## config.mk

```make
export PLATFORM = sky130hd
export DESIGN_NAME = video_in_capture
export DESIGN_NICKNAME = d
export VERILOG_FILES = /design/src/rtl/video_in_capture.sv
export SDC_FILE = /design/constraint.sdc
export NUM_CORES = 1
export LEC_CHECK = 0
export CORE_MARGIN = 2
export CORE_UTILIZATION = 40
export CTS_CLUSTER_DIAMETER = 120
export CTS_CLUSTER_SIZE = 25
export DETAILED_ROUTE_END_ITERATION = 6
export PLACE_DENSITY = 0.53
export SLEW_MARGIN = 25
export SYNTH_ARGS = -nofsm -noshare
export SYNTH_HDL_FRONTEND = slang
export SYNTH_SLANG_ARGS = --single-unit
```

## constraint.sdc

```tcl
create_clock -name pixel_clk -period 6.45 [get_ports pixel_clk]
set_input_delay 1.29 -clock pixel_clk [delete_from_list [all_inputs] [get_ports pixel_clk]]
set_output_delay 1.29 -clock pixel_clk [all_outputs]
set_load 0.02 [all_outputs]
```

## src/rtl/video_in_capture.sv

```systemverilog
// Locks to DVI-style frame timing and re-emits active pixels as a valid/ready stream with sof/eol flags.
// Latency: bus cycle -> S1 -> FIFO write -> dout_valid (2 edges min); backpressure fills the FIFO, then drops and flags overflow.

module vic_fifo #(
   parameter int WIDTH = 26,
   parameter int DEPTH = 16
) (
   input  logic             clk,
   input  logic             rst,
   input  logic             wr_vld,
   output logic             wr_rdy,
   input  logic [WIDTH-1:0] wr_dat,
   output logic             rd_vld,
   input  logic             rd_rdy,
   output logic [WIDTH-1:0] rd_dat
);
   localparam int AW = $clog2(DEPTH);
   localparam logic [AW:0] FULL_CNT = (AW+1)'(DEPTH);

   logic [WIDTH-1:0] mem_q [DEPTH];
   logic [AW-1:0]    wr_ptr_q, wr_ptr_d;
   logic [AW-1:0]    rd_ptr_q, rd_ptr_d;
   logic [AW:0]      cnt_q, cnt_d;
   logic             push, pop;

   // A pop frees the head slot on the same edge, so a full FIFO still accepts a push alongside it.
   assign rd_vld = (cnt_q != '0);
   assign wr_rdy = (cnt_q != FULL_CNT) || rd_rdy;
   assign rd_dat = mem_q[rd_ptr_q];
   assign push   = wr_vld && wr_rdy;
   assign pop    = rd_vld && rd_rdy;

   always_comb begin
      wr_ptr_d = wr_ptr_q;
      rd_ptr_d = rd_ptr_q;
      cnt_d    = cnt_q;
      if (push) wr_ptr_d = wr_ptr_q + 1'b1;
      if (pop)  rd_ptr_d = rd_ptr_q + 1'b1;
      if (push && !pop)      cnt_d = cnt_q + 1'b1;
      else if (pop && !push) cnt_d = cnt_q - 1'b1;
   end

   always_ff @(posedge clk) begin
      if (rst) begin
         wr_ptr_q <= '0;
         rd_ptr_q <= '0;
         cnt_q    <= '0;
      end else begin
         wr_ptr_q <= wr_ptr_d;
         rd_ptr_q <= rd_ptr_d;
         cnt_q    <= cnt_d;
      end
   end

   always_ff @(posedge clk) begin
      if (push) mem_q[wr_ptr_q] <= wr_dat;
   end
endmodule

module video_in_capture #(
   parameter int H_ACTIVE_VIDEO = 800,
   parameter int V_ACTIVE_VIDEO = 600,
   parameter int FIFO_DEPTH     = 16
) (
   input  logic        pixel_clk,
   input  logic        rst,
   input  logic [23:0] video_in_pData,
   input  logic        video_in_pHSync,
   input  logic        video_in_pVSync,
   input  logic        video_in_pVDE,
   output logic [23:0] pixel_stream_dout,
   output logic        pixel_stream_dout_sof,
   output logic        pixel_stream_dout_eol,
   output logic        pixel_stream_dout_valid,
   input  logic        pixel_stream_dout_ready,
   output logic        locked,
   output logic        err_timing,
   output logic        err_overflow,
   input  logic        err_clear
);
   localparam int XW = $clog2(H_ACTIVE_VIDEO + 1);
   localparam int YW = $clog2(V_ACTIVE_VIDEO + 1);
   localparam logic [XW-1:0] X_MAX  = XW'(H_ACTIVE_VIDEO);
   localparam logic [XW-1:0] X_LAST = XW'(H_ACTIVE_VIDEO - 1);
   localparam logic [YW-1:0] Y_LAST = YW'(V_ACTIVE_VIDEO - 1);

   localparam logic [1:0] ST_UNSYNC  = 2'd0;
   localparam logic [1:0] ST_WAIT_DE = 2'd1;
   localparam logic [1:0] ST_ACTIVE  = 2'd2;
   localparam logic [1:0] ST_BLANK   = 2'd3;

   typedef struct packed {
      logic        eol;
      logic        sof;
      logic [23:0] dat;
   } pix_t;

   logic [23:0]   s1_dat_q, s1_dat_d;
   logic          s1_hs_q, s1_hs_d;
   logic          s1_vs_q, s1_vs_d;
   logic          s1_de_q, s1_de_d;
   logic          s2_vs_q, s2_vs_d;
   logic          s2_de_q, s2_de_d;
   logic [1:0]    state_q, state_d;
   logic [XW-1:0] x_cnt_q, x_cnt_d;
   logic [YW-1:0] y_cnt_q, y_cnt_d;
   logic          locked_q, locked_d;
   logic          err_timing_q, err_timing_d;
   logic          err_overflow_q, err_overflow_d;

   logic vs_fall, vs_rise, de_fall;
   logic pix_wr, t_err, ovf;
   logic fifo_wr_rdy, fifo_rd_vld;
   pix_t wr_pix, rd_pix;

   assign vs_fall = s2_vs_q && !s1_vs_q;
   assign vs_rise = s1_vs_q && !s2_vs_q;
   assign de_fall = s2_de_q && !s1_de_q;

   assign wr_pix.eol = (x_cnt_q == X_LAST);
   assign wr_pix.sof = (x_cnt_q == '0) && (y_cnt_q == '0);
   assign wr_pix.dat = s1_dat_q;

   always_comb begin
      s1_dat_d = video_in_pData;
      s1_hs_d  = video_in_pHSync;
      s1_vs_d  = video_in_pVSync;
      s1_de_d  = video_in_pVDE;
      s2_vs_d  = s1_vs_q;
      s2_de_d  = s1_de_q;
      state_d  = state_q;
      x_cnt_d  = x_cnt_q;
      y_cnt_d  = y_cnt_q;
      locked_d = locked_q;
      pix_wr   = 1'b0;
      t_err    = 1'b0;

      case (state_q)
         ST_UNSYNC: begin
            if (vs_fall) state_d = ST_WAIT_DE;
         end
         ST_WAIT_DE: begin
            if (s1_de_q) begin
               if (s1_hs_q) begin
                  t_err = 1'b1;
               end else begin
                  pix_wr  = 1'b1;
                  x_cnt_d = x_cnt_q + 1'b1;
                  state_d = ST_ACTIVE;
               end
            end
         end
         ST_ACTIVE: begin
            if (vs_rise) begin
               t_err = 1'b1;
            end else if (s1_de_q) begin
               if (s1_hs_q || (x_cnt_q == X_MAX)) begin
                  t_err = 1'b1;
               end else begin
                  pix_wr  = 1'b1;
                  x_cnt_d = x_cnt_q + 1'b1;
               end
            end else if (de_fall) begin
               if (x_cnt_q != X_MAX) begin
                  t_err = 1'b1;
               end else begin
                  x_cnt_d = '0;
                  if (y_cnt_q == Y_LAST) begin
                     y_cnt_d  = '0;
                     state_d  = ST_BLANK;
                     locked_d = 1'b1;
                  end else begin
                     y_cnt_d = y_cnt_q + 1'b1;
                  end
               end
            end
         end
         default: begin
            if (s1_de_q)      t_err   = 1'b1;
            else if (vs_fall) state_d = ST_WAIT_DE;
         end
      endcase

      // Any violation drops the frame entirely; capture resumes only on a fresh VSync falling edge.
      ovf = pix_wr && !fifo_wr_rdy;
      if (t_err || ovf) begin
         state_d  = ST_UNSYNC;
         x_cnt_d  = '0;
         y_cnt_d  = '0;
         locked_d = 1'b0;
      end

      err_timing_d   = t_err ? 1'b1 : (err_clear ? 1'b0 : err_timing_q);
      err_overflow_d = ovf   ? 1'b1 : (err_clear ? 1'b0 : err_overflow_q);
   end

   always_ff @(posedge pixel_clk) begin
      if (rst) begin
         s1_dat_q       <= '0;
         s1_hs_q        <= 1'b0;
         s1_vs_q        <= 1'b0;
         s1_de_q        <= 1'b0;
         s2_vs_q        <= 1'b0;
         s2_de_q        <= 1'b0;
         state_q        <= ST_UNSYNC;
         x_cnt_q        <= '0;
         y_cnt_q        <= '0;
         locked_q       <= 1'b0;
         err_timing_q   <= 1'b0;
         err_overflow_q <= 1'b0;
      end else begin
         s1_dat_q       <= s1_dat_d;
         s1_hs_q        <= s1_hs_d;
         s1_vs_q        <= s1_vs_d;
         s1_de_q        <= s1_de_d;
         s2_vs_q        <= s2_vs_d;
         s2_de_q        <= s2_de_d;
         state_q        <= state_d;
         x_cnt_q        <= x_cnt_d;
         y_cnt_q        <= y_cnt_d;
         locked_q       <= locked_d;
         err_timing_q   <= err_timing_d;
         err_overflow_q <= err_overflow_d;
      end
   end

   vic_fifo #(
      .WIDTH ($bits(pix_t)),
      .DEPTH (FIFO_DEPTH)
   ) u_fifo (
      .clk    (pixel_clk),
      .rst    (rst),
      .wr_vld (pix_wr),
      .wr_rdy (fifo_wr_rdy),
      .wr_dat (wr_pix),
      .rd_vld (fifo_rd_vld),
      .rd_rdy (pixel_stream_dout_ready),
      .rd_dat (rd_pix)
   );

   assign pixel_stream_dout_valid = fifo_rd_vld;
   assign pixel_stream_dout       = fifo_rd_vld ? rd_pix.dat : 24'd0;
   assign pixel_stream_dout_sof   = fifo_rd_vld && rd_pix.sof;
   assign pixel_stream_dout_eol   = fifo_rd_vld && rd_pix.eol;
   assign locked                  = locked_q;
   assign err_timing              = err_timing_q;
   assign err_overflow            = err_overflow_q;
endmodule

```

**Word level (Yosys, flattened, before mapping)**

Memory sizes are Yosys's and may differ from the RTL's. A register that Yosys moved wholly into a read port is not among the register bits.
Index checks and enable logic that the tools add are counted.

- Bits in registers: 67
- RAM bits: 416
- Output and inout bits: 30
- Word-level logic and storage cells: 120
- Memories: 1

Memories:

| memory | depth | bits a word | rd ports | clocked after memory_dff | write ports | line | RTL |
|---|---|---|---|---|---|---|---|
| u_fifo.mem_q | 16 | 26 | 1 | 1 | 1 | 20 | `logic [WIDTH-1:0] mem_q [DEPTH];` |

- Add/subtract/negate cells: 6
- Eq/ne operators: 18
- Multiplexer cells: 44
- Bitwise operators: 3
- Reduce and logical (&&, ||, !) cells: 33

Operators by type and width:

| operator | number |
|---|---|
| $mux 10 | 8 |
| $eq 10x10->1 const B | 3 |
| $mux 24 | 1 |
| $add 10x1->10 const B | 2 |
| $logic_not 10->1 | 2 |
| $pmux 10 s2 | 1 |
| $mux 1 | 18 |
| $mux 2 | 9 |
| $ne 2x2->1 const B | 7 |
| $logic_and 1x1->1 | 11 |
| $mux 5 | 2 |
| $ne 10x10->1 const B | 1 |
| $ne 3x3->1 const B | 3 |
| $add 4x1->4 const B | 2 |
| $mux 4 | 2 |
| $reduce_and 8->1 | 1 |
| $reduce_bool 2->1 | 4 |
| $reduce_and 7->1 | 1 |
| $logic_not 1->1 | 6 |
| $pmux 2 s3 | 1 |
| $reduce_and 6->1 | 1 |
| $add 5x1->5 const B | 1 |
| $ne 5x5->1 const B | 1 |
| $reduce_and 5->1 | 1 |
| other kinds (11) | 15 |

**Longest topological paths before layout**

- Depth after elaboration: 11
- Depth in mapped cells: 15
- Gate-level depth less buffers: 14

**Hierarchy**

A second synthesis with hierarchy kept.

- Cell total of the unflattened synthesis: 1035
- Area, all modules: 19097.1 um2

By module, submodules not included:

| module | times used | cells each | area each (um2) | sequential area each (um2) |
|---|---|---|---|---|
| vic_fifo | 1 | 750 | 16524.6 | 12832.3 |
| video_in_capture | 1 | 285 | 2572.5 | 1081.0 |

**Least setup slack after synthesis**

Ideal clock, no wire load.

- Path kind: in2reg
- From: in pixel_stream_dout_ready
- To: mem u_fifo.mem_q[4][0] (enable)
- Setup time: 0.484 ns
- Data arrival time: 4.450 ns
- Setup slack: 1.516 ns
- Cell stages on the path: 4
- Path buffers: 0
- Path through: nor2b_1 nand2_1 o211ai_1 nor4b_1

- Cells in the longest elaborated chain, start to end: 4

RTL lines:

| what | line | RTL |
|---|---|---|
| start, declared | 75 | `input logic pixel_stream_dout_ready,` |
| $logic_or 1x1->1 | 28 | `assign wr_rdy = (cnt_q != FULL_CNT) \|\| rd_rdy;` |
| $logic_and 1x1->1 | 30 | `assign push = wr_vld && wr_rdy;` |
| $mux 1 | 56 | `if (push) mem_q[wr_ptr_q] <= wr_dat;` |
| $mux 1 (not written as such) | 56 |  |
| end, declared | 20 |  |

Every way passes these cells.

==> summary.txt <==
DRC viols: 0
RePlAce Congestion: 0.759
Post-CTS Resized: 0
Critical path class: reg -> out
Initial drt markers: 881
RSZ-0062 raised after global routing: false
Tmin final: 4.80 ns
Hold path cells: 1
Routed wire per std cell: 25.1 microns
Clk slew on worst S/H paths: 0.11 ns
Crit Reg-Reg Endpoint: u_fifo.cnt_q[4]$_SDFFE_PP0P_
Fmax: 0.208 GHz
Full die area: 49,400 sq um
Buffers added on ports: 60
Gr usage total: 17.0%
Die Wd: 222 microns
Met2 Track Usage GR: 29.0%
Antenna viol nets, final: 0
GRT busiest layer: met2
Arrival @ worst endpoint: 3.51 ns
Initial core utilization: 40.8%
Flops & latches, synth: 487
Final wirelength: 41,400 microns
Fin. Hold Viols: 0
Library cells used by synthesis: 54
First-pass GRT wire length: 62,500 microns
# diodes: 0
Clock Tree Buf Depth: 3
Number of antenna violations at the first check in global routing: 0
Hold Path Class: reg -> reg
Biggest area consumer among synthesized cells: edfxtp_1
Top-level I/O count: 61
FF-to-FF path depth: 11
Vert. Die Dim: 222 microns
Synth Flop Type: edfxtp_1
Worst slew pin tran: 1.03 ns
Post-CTS Setup Inserts: 0
CTS tree: built
Crit Path Max Fanout: 24
CTS sink cnt: 487
Synth top area cells: edfxtp_1 66%, mux4_2 15%, dfxtp_1 7.5%
Setup-failing EPs final: 0
Max Cap Viol: 0
CTS Buf Count: 23
Mapped Area: 19,100 sq um
Final Max Tran Viols: 0
Vias per inst: 5.52
Reg2Reg Launch Point: u_fifo.cnt_q[0]$_SDFFE_PP0P_
Status: complete, no violations
Syn_nets: 1,022
Setup TNS after final layout: 0 ns
CP Capture Type: output port
Layout Skew: 0.0188 ns
Vias in the first global route: 9,462
YS warnings: 0
Layout cells sized above 1: 20.4%
Post-cts hold buffer count: 0
Grt met3 use: 2.14%
Met1 usage: 24.0%
Lkg Pwr: 6.50 nW
Hold wc startpoint: s1_vs_q$_SDFF_PP0_
Htree depth: 1
Worst slew margin: 31.0%
Fin crit share: 74.4%
Largest net degree at the start of global routing: 63
Peak supply drop: 168 uV
Latest clock arrival within the worst-skew pair: 0.56 ns
Global route overflow: 0
FFs w/ async S/R, synth: 0%
Hold_ws: 0.495 ns
PD cells: 309 nW/um^2
Post-DP HPWL: 22,100 microns
Vias: 9,125
Reg2Reg Setup Slack: 2.76 ns
Crit path launch type: flip-flop
Post-synth EDFFs: 416
Mean Syn Cell Area: 19.6 sq um
DR pass1 iterations: 5
Mapped Cells: 972
Area growth syn-to-layout: 11.0%
WP data required: 5.16 ns
Post-synth top area share: 65.5%
CTS root buffer: clkbuf_16
Core Region: 46,800 sq um
Register area share after synthesis: 73.0%
Hold endpoint: s2_vs_q$_SDFF_PP0_
FP Rows: 79
Fin nets: 1,080
## per-stage QoR
stage	cells	setup WS [ns]	power, mW	util [%]	instance area (sq um)
global placement	1612	2.17	4.99	43.8	20500
global route	1654	1.42	6.82	45.3	21200
floorplan	972	1.52	4.50	-	19100
CTS	1654	1.53	6.63	45.2	21100
detailed placement	1612	2.16	5.00	43.8	20500
finish	1654	1.65	6.53	45.3	21200
## kinds of logic after synthesis
group / share of synthesized area [%]
buffers and inverters: 1.46
DFF: 73.0
xor gates and xnor gates: 0.689
adders and majority gates: 1.29
muxes: 15.5
and+or+nand+nor: 5.84
AOI/OAI and AO/OA: 2.21
## sequential cells by signal, summed over array words and instances (netlist names), named ones only
name             count
u_fifo.cnt_q         5
s1_de_q              1
s2_vs_q              1
s2_de_q              1
u_fifo.mem_q       416
u_fifo.rd_ptr_q      4
state_q              2
s1_vs_q              1
y_cnt_q             10
x_cnt_q             10
err_overflow         1
locked               1
u_fifo.wr_ptr_q      4
s1_dat_q            24
s1_hs_q              1
err_timing           1
## power by group
part,internal (mW),total [mW],leakage [nW],switching (mW)
clock,0.688,1.63,0.316,0.947
sequential,3.46,3.57,4.42,0.110
combinational,0.683,1.33,1.76,0.645
total,4.83,6.53,6.50,1.70
## cell usage after synthesis (2+ instances only)
| cell type | count |
|---|---|
| a21oi_1 | 20 |
| o211ai_1 | 4 |
| or3_1 | 10 |
| or4_1 | 2 |
| nor2b_1 | 32 |
| dfxtp_1 | 71 |
| inv_1 | 17 |
| and3_1 | 9 |
| nor3b_2 | 2 |
| nor2_1 | 31 |
| a21o_1 | 3 |
| a41oi_1 | 3 |
| buf_1 | 10 |
| edfxtp_1 | 416 |
| nor4_1 | 7 |
| nor3_1 | 6 |
| a311oi_2 | 2 |
| nand4_1 | 4 |
| nand3_1 | 19 |
| a211oi_2 | 2 |
| clkbuf_1 | 30 |
| and2_1 | 28 |
| nand2_1 | 21 |
| a211oi_1 | 5 |
| o31ai_1 | 3 |
| o21ai_0 | 11 |
| a31oi_1 | 2 |
| buf_2 | 7 |
| and4_1 | 4 |
| mux4_2 | 130 |
| mux2i_1 | 3 |
| and3b_1 | 2 |
| ha_1 | 18 |
| xnor2_1 | 9 |
| nand2b_1 | 3 |
| xor2_1 | 6 |
| buf_6 | 2 |
| nor3_2 | 2 |
## worst max-delay path by stage
stage                            startpoint                            to  cells after the start
global route                      flip-flop         pixel_stream_dout[15]                      5
finish                            flip-flop         pixel_stream_dout_eol                      5
global placement                  flip-flop         pixel_stream_dout_eol                      5
detailed placement                flip-flop         pixel_stream_dout[15]                      5
CTS                               flip-flop         pixel_stream_dout[15]                      5
floorplan           pixel_stream_dout_ready  u_fifo.mem_q[4][0]$_DFFE_PP_                      4
## layout by cell type (no fill, tap or decap), types with 3 or more instances in the layout
| master | Yosys | layout |
|---|---|---|
| nor2_4 | 0 | 4 |
| or3_1 | 10 | 10 |
| nor2b_1 | 32 | 32 |
| clkbuf_16 | 0 | 23 |
| edfxtp_1 | 416 | 416 |
| nand3_1 | 19 | 19 |
| and2_1 | 28 | 26 |
| a41oi_1 | 3 | 3 |
| a211oi_1 | 5 | 5 |
| ha_1 | 18 | 18 |
| xor2_1 | 6 | 6 |
| nor3_1 | 6 | 3 |
| xnor2_1 | 9 | 9 |
| buf_4 | 1 | 21 |
| nand2_1 | 21 | 21 |
| mux2i_1 | 3 | 3 |
| nand4_1 | 4 | 4 |
| inv_1 | 17 | 17 |
| mux4_2 | 130 | 130 |
| o211ai_1 | 4 | 4 |
| o31ai_1 | 3 | 3 |
| nor4_1 | 7 | 5 |
| dfxtp_4 | 0 | 3 |
| and4_1 | 4 | 4 |
| and3_1 | 9 | 5 |
| nor2_1 | 31 | 27 |
| a21oi_1 | 20 | 20 |
| o21ai_0 | 11 | 11 |
| and3_2 | 0 | 3 |
| clkdlybuf4s50_1 | 0 | 59 |
| dfxtp_1 | 71 | 67 |
| clkbuf_1 | 30 | 16 |
| a21o_1 | 3 | 3 |
| nor3_2 | 2 | 5 |
## critical path, cell delays in order, from the launching register on
cell             delay, ns
dfxtp_4               0.70
buf_4                 0.44
mux4_2                0.55
mux4_2                0.49
and2_1                0.18
clkdlybuf4s50_1       0.56
## metal layers
layer | routed length [microns] | share of wire, % | vias up
met1 | 18600 | 45 | 4918
met2 | 21000 | 51 | 150
li1 | - | - | 4023
met4 | 580 | 1.4 | 0
met3 | 1230 | 3.0 | 34
met5 | 0 | 0 | -
## cell type report
type	instances	area, sq um
multi-input cells	418	4950
clock inverters	3	26.3
flip-flops and latches	487	13900
inverters	17	63.8
clock buffers	39	636
repair buffers	83	793
fillers	3996	25600
well taps	607	759
(Power assumes the default switching activity.)
